==> config.mk <==
export PLATFORM = sky130hd
export DESIGN_NAME = dmem_port_arbiter
export DESIGN_NICKNAME = d
export VERILOG_FILES = /design/src/rtl/dmem_port_arbiter.sv
export SDC_FILE = /design/constraint.sdc
export NUM_CORES = 1
export LEC_CHECK = 0
export CAP_MARGIN = 20
export CORE_MARGIN = 4
export CORE_UTILIZATION = 36
export CTS_CLUSTER_DIAMETER = 50
export DETAILED_ROUTE_END_ITERATION = 16
export GPL_ROUTABILITY_DRIVEN = 0
export MAX_ROUTING_LAYER = met4
export PLACE_DENSITY = 0.83
export SLEW_MARGIN = 20
export SYNTH_ARGS = -nofsm -noshare
export SYNTH_HDL_FRONTEND = slang
export SYNTH_SLANG_ARGS = --single-unit
==> constraint.sdc <==
create_clock -name clk -period 6.1 [get_ports clk]
set_input_delay 1.83 -clock clk [delete_from_list [all_inputs] [get_ports clk]]
set_output_delay 1.83 -clock clk [all_outputs]
set_load 0.1 [all_outputs]
==> src/rtl/dmem_port_arbiter.sv <==
// Data-memory port arbiter: the pipeline MEM stage has fixed priority over a
// loader/debug requester, except that a starvation counter forces a loader
// grant after STARVE_LIMIT consecutive losses. The single-port memory is
// driven from the winner; read data and completion strobes are registered.
module dmem_port_arbiter #(
    parameter int DATA_W       = 16,
    parameter int ADDR_W       = 16,
    parameter int DEPTH        = 64,
    parameter int STARVE_LIMIT = 4
) (
    input  logic              clk,
    input  logic              rst_n,
    input  logic              p_req,
    input  logic              p_we,
    input  logic [ADDR_W-1:0] p_addr,
    input  logic [DATA_W-1:0] p_wdata,
    output logic              p_stall,
    output logic              p_valid,
    output logic [DATA_W-1:0] p_rdata,
    input  logic              l_req,
    input  logic              l_we,
    input  logic [ADDR_W-1:0] l_addr,
    input  logic [DATA_W-1:0] l_wdata,
    output logic              l_ack,
    output logic [DATA_W-1:0] l_rdata,
    output logic [ADDR_W-1:0] mem_addr,
    output logic [DATA_W-1:0] mem_wdata,
    output logic              mem_we,
    output logic              mem_re,
    input  logic [DATA_W-1:0] mem_rdata,
    output logic              addr_err
);

    typedef enum logic [1:0] {IDLE, P_DONE, L_DONE} arbStateT;

    // One extra bit so DEPTH == 2**ADDR_W still compares correctly.
    localparam logic [ADDR_W:0] DepthLim  = (ADDR_W + 1)'(DEPTH);
    localparam logic [3:0]      StarveLim = 4'(STARVE_LIMIT);

    arbStateT          state, stateNext;
    logic [3:0]        starveCnt;
    logic              grantL, grantP, winner, winWe, outOfRange;
    logic [ADDR_W-1:0] winAddr;
    logic [DATA_W-1:0] winWdata;
    logic [DATA_W-1:0] pRdata_p1, lRdata_p1;
    logic [DATA_W-1:0] accessData;
    logic              addrErr;

    // Arbitration and winner operand selection.
    always_comb begin
        grantL     = l_req && (!p_req || (starveCnt >= StarveLim));
        grantP     = p_req && !grantL;
        winner     = grantL || grantP;
        winWe      = grantL ? l_we    : p_we;
        winAddr    = grantL ? l_addr  : p_addr;
        winWdata   = grantL ? l_wdata : p_wdata;
        outOfRange = winner && ({1'b0, winAddr} >= DepthLim);
        p_stall    = p_req && !grantP;
    end

    // Memory drive: idle bus is all zeros; out-of-range accesses are suppressed.
    always_comb begin
        mem_addr  = '0;
        mem_wdata = '0;
        mem_we    = 1'b0;
        mem_re    = 1'b0;
        if (winner) begin
            mem_addr  = winAddr;
            mem_wdata = winWdata;
            mem_we    = winWe && !outOfRange;
            mem_re    = !winWe && !outOfRange;
        end
    end

    // Data returned on completion: memory read data, or zero for writes and suppressed accesses.
    always_comb begin
        accessData = (winWe || outOfRange) ? '0 : mem_rdata;
    end

    // Next state remembers which requester was served this cycle.
    always_comb begin
        stateNext = IDLE;
        if (grantL) begin
            stateNext = L_DONE;
        end else if (grantP) begin
            stateNext = P_DONE;
        end
    end

    // State register.
    always_ff @(posedge clk or negedge rst_n) begin
        if (!rst_n) begin
            state <= IDLE;
        end else begin
            state <= stateNext;
        end
    end

    // Starvation counter: counts consecutive loader losses, saturating at the limit.
    always_ff @(posedge clk or negedge rst_n) begin
        if (!rst_n) begin
            starveCnt <= 4'd0;
        end else if (!l_req || grantL) begin
            starveCnt <= 4'd0;
        end else if (starveCnt < StarveLim) begin
            starveCnt <= starveCnt + 4'd1;
        end
    end

    // ---- grant cycle -> completion cycle (_p1) ----
    // Read data registers, each updated only when its requester completes.
    always_ff @(posedge clk or negedge rst_n) begin
        if (!rst_n) begin
            pRdata_p1 <= '0;
            lRdata_p1 <= '0;
        end else begin
            if (grantP) begin
                pRdata_p1 <= accessData;
            end
            if (grantL) begin
                lRdata_p1 <= accessData;
            end
        end
    end

    // Sticky out-of-range flag, cleared only by reset.
    always_ff @(posedge clk or negedge rst_n) begin
        if (!rst_n) begin
            addrErr <= 1'b0;
        end else if (outOfRange) begin
            addrErr <= 1'b1;
        end
    end

    // Completion strobes decoded from the registered state.
    always_comb begin
        p_valid  = (state == P_DONE);
        l_ack    = (state == L_DONE);
        p_rdata  = pRdata_p1;
        l_rdata  = lRdata_p1;
        addr_err = addrErr;
    end

endmodule

==> key figures <==
Synthesis
  – Area fraction in compound gates after synthesis: a little under a fifth
  – Fraction of synthesized area in multiplexers: 0%
  – Distinct cells, synth: 30
  – Synthesized instance count: 220
  – Xor-xnor portion of the synthesized cell area: 0%
  – Post-synthesis net count: 307
  – Predominant post-synthesis flop cell: sky130_fd_sc_hd__dfrtp_1
  – Post-synthesis sequential element count: 39
  – Largest family of logic cells by synthesized area: simple AND/OR/NAND/NOR gates
  – Adder and majority gate portion of the synthesized area: less than 1%
  – Number of synthesized flops with an enable pin: 0
  – Sequential area share after synthesis: 48.8%
  – Mean cell area of the mapped netlist: 9.09 um2
  – Post-synth ARST share: 100%
  – Cell area after synthesis: 2000 um2
  – YS warnings: 0
  – Area share of and/or/nand/nor cells after synthesis: 26.0%

CTS
  – Clock slew at reported path FFs: 0.07 ns
  – CTS sink count: 39
  – Number of buffers inserted for hold repair after clock tree synthesis: 0
  – CTS H-Tree Depth: 2
  – Total clock buffers created by CTS: 5
  – Clk_lat worst skew: 0.28 ns
  – CTS tree: done
  – Root buffer cell: sky130_fd_sc_hd__clkbuf_8
  – Deepest clock path buffer count: 2
  – Buffer count from post-CTS setup fixing: 0
  – Number of gates resized after CTS: 0

Finish
  – Final layout net count: about 460
  – Number of diodes added for antenna fixing: 0
  – Commonest cells after routing, fill and taps aside: sky130_fd_sc_hd__clkdlybuf4s50_1 (119), sky130_fd_sc_hd__nand2_1 (67), sky130_fd_sc_hd__dfrtp_1 (39)
  – Share of post-route cells with drive strength above 1: 14.6%
  – Area Growth Syn to Fin: 100%
  – Final Core Density: between 70% and 80%
  – Most frequent standard cell in the layout excluding fill and tap cells: sky130_fd_sc_hd__clkdlybuf4s50_1

Setup path
  – Worst setup EP type: output pin
  – Crit path max-delay cell type: sky130_fd_sc_hd__clkdlybuf4s50_1
  – Data arrival time at the worst-slack endpoint: between 3 and 4 ns
  – Worst R2R Path Depth: 4
  – Cells along the critical path: clkdlybuf4s50_1 -> nor3b_4 -> nand2b_2 -> buf_4 -> nand3_1 -> nand2_1 -> buf_12
  – Largest fanout on the critical path: 36
  – Startpoint type of the worst setup path: input pin
  – Category of the critical setup timing path: input pin to output pin
  – Critical path required time: between 4 and 5 ns
  – Stage delay of the slowest cell on the critical path: around 0.47 ns

Floorplan
  – Die area: 6810 um2
  – Chip width: 82.6 um
  – Starting utilization of the core area: 38.2%
  – Vertical die dimension: slightly above 80 um
  – Top Ports: between 150 and 200
  – Total number of placement rows: 26
  – Area of the core: ~5200 um2

Drt
  – Pre-antenna DRT Iters: 4
  – Drt via density: 4.97
  – Routed length per instance: 17.1 um
  – Via count: roughly 2200
  – Violation count after the first detailed-route iteration: between 100 and 150
  – Total wirelength of the detailed-routed design: between 7000 and 8000 um
  – Post-route ant nets: 0
  – Post-route DRC violation count: 0

Timing
  – Maximum achievable frequency: 177 MHz
  – Post-Route Skew: between 0.007 and 0.008 ns
  – Setup TNS: 0 ns
  – Final-report hold violation count: 0
  – Final period utilization: between 90 and 100%
  – Final-report setup violation count: 0
  – Max transition margin: 33.0%
  – Slew at the pin closest to its max-slew limit: 1.00 ns
  – Worst-case setup margin in the final layout: around 0.46 ns
  – Time the final worst path needs with I/O delays and setup: around 5.6 ns
  – Setup repair after global routing missed its margin: false
  – Slew Viols, Final: 0

Power
  – Worst IR Drop VDD: roughly 140 uV
  – Share of total power in combinational logic: 44.6%
  – Sequential group share of total power: 34.2%
  – Clk network pwr share: 21.2%
  – Switching Power: around 0.3 mW
  – Total internal power: 0.471 mW
  – Switching portion of total power: a little under two fifths
  – PD cells: 191 nW/um2
  – Total leakage power: 1.80 nW

Status
  – Outcome: completed

Global routing
  – Via count of the first global-routing pass: 2255
  – Overall Global Routing Usage: 21.6%
  – Sum of overflow across all layers after global routing: 0
  – Number of antenna violations at the first check in global routing: 0
  – First-pass GRT wire length: 11000 um
  – Pin count of the biggest net entering global routing: 40

Worst hold path
  – Path class of the lowest-slack min-delay path: flip-flop to flip-flop
  – Hold path depth: 1

Placed design
  – Post-Place Setup Slack: 0.450 ns
  – Port Buffer Count: 155
  – Final HPWL from detailed placement: a little under 6000 um

Job
  – Max-capacitance violation count: 0
==> layer usage <==
layer | vias up | GRT usage (%) | wire (um)
met4 | 0 | 4.74 | 81
met3 | 6 | 4.12 | 406
met2 | 85 | 37.7 | 4000
met1 | 1035 | 26.0 | 3060
met5 | - | - | 0
li1 | 1066 | - | -
==> metrics by stage <==
step                area [um2]  std cells  hold WS, ns  total power, mW
finish                    4000        441        0.434            0.763
global placement          3920        433        0.419            0.604
global route              4000        441        0.463            0.792
floorplan                 2000        220        0.406            0.447
detailed placement        3920        433        0.424            0.608
CTS                       4000        441        0.434            0.769
==> path summary, 6_finish.rpt <==
path                               from            end  slack [ns]
min reg2reg                starveCnt[0]   starveCnt[0]        0.43
min                        starveCnt[0]   starveCnt[0]        0.43
max                               p_req  mem_wdata[13]        0.46
max in group asynchronous         rst_n    p_rdata[15]        3.92
max reg2reg                starveCnt[2]    p_rdata[15]        4.18
min in group asynchronous         rst_n     p_rdata[6]        1.65
==> synth_stat cells (2+ instances only) <==
master | number | area, um2
sky130_fd_sc_hd__nand3_1 | 23 | 115
sky130_fd_sc_hd__o21ai_1 | 9 | 45.0
sky130_fd_sc_hd__nor2b_1 | 2 | 12.5
sky130_fd_sc_hd__nor4_1 | 4 | 25.0
sky130_fd_sc_hd__nor2_1 | 4 | 15.0
sky130_fd_sc_hd__buf_6 | 3 | 33.8
sky130_fd_sc_hd__inv_2 | 2 | 7.51
sky130_fd_sc_hd__buf_2 | 7 | 35.0
sky130_fd_sc_hd__inv_1 | 2 | 7.51
sky130_fd_sc_hd__a21oi_1 | 4 | 20.0
sky130_fd_sc_hd__nand2_1 | 67 | 251
sky130_fd_sc_hd__and3_1 | 2 | 12.5
sky130_fd_sc_hd__dfrtp_1 | 39 | 976
sky130_fd_sc_hd__clkbuf_1 | 5 | 18.8
sky130_fd_sc_hd__a22o_1 | 32 | 280
==> state kept, by name (all words and copies together), names as in the netlist <==
signal,count
addr_err,1
state,2
p_rdata,16
l_rdata,16
starveCnt,4
==> power by group through the flow <==
| stage | Sequential [mW] | Combinational, mW | Clock (mW) |
|---|---|---|---|
| after CTS | 0.261 | 0.342 | 0.166 |
| after detailed placement | 0.266 | 0.342 | 0 |
| after global placement | 0.266 | 0.338 | 0 |
| after floorplan | 0.266 | 0.181 | 0 |
| final | 0.261 | 0.340 | 0.162 |
| after global routing | 0.261 | 0.353 | 0.178 |
==> critical path, delay by kind of cell <==
family,cells,cell delay (ns)
buf+inv,3,1.05
simple gates,4,0.89
==> area by class of cell <==
class | count | area (um2)
Multi-Input combinational cell | 161 | 917
Timing Repair Buffer | 159 | 1930
Tap cell | 70 | 87.6
Clock inverter | 1 | 5.00
Clock buffer | 7 | 76.3
Inverter | 4 | 15.0
Fill cell | 366 | 1230
Sequential cell | 39 | 976
==> cell families after synthesis <==
family	Yosys count
AOI/OAI and AO/OA	49
adders and majority gates	1
buffers and inverters	20
DFF	39
other	1
and+or+nand+nor	110
Note: power is estimated with default switching activity, not from simulation.
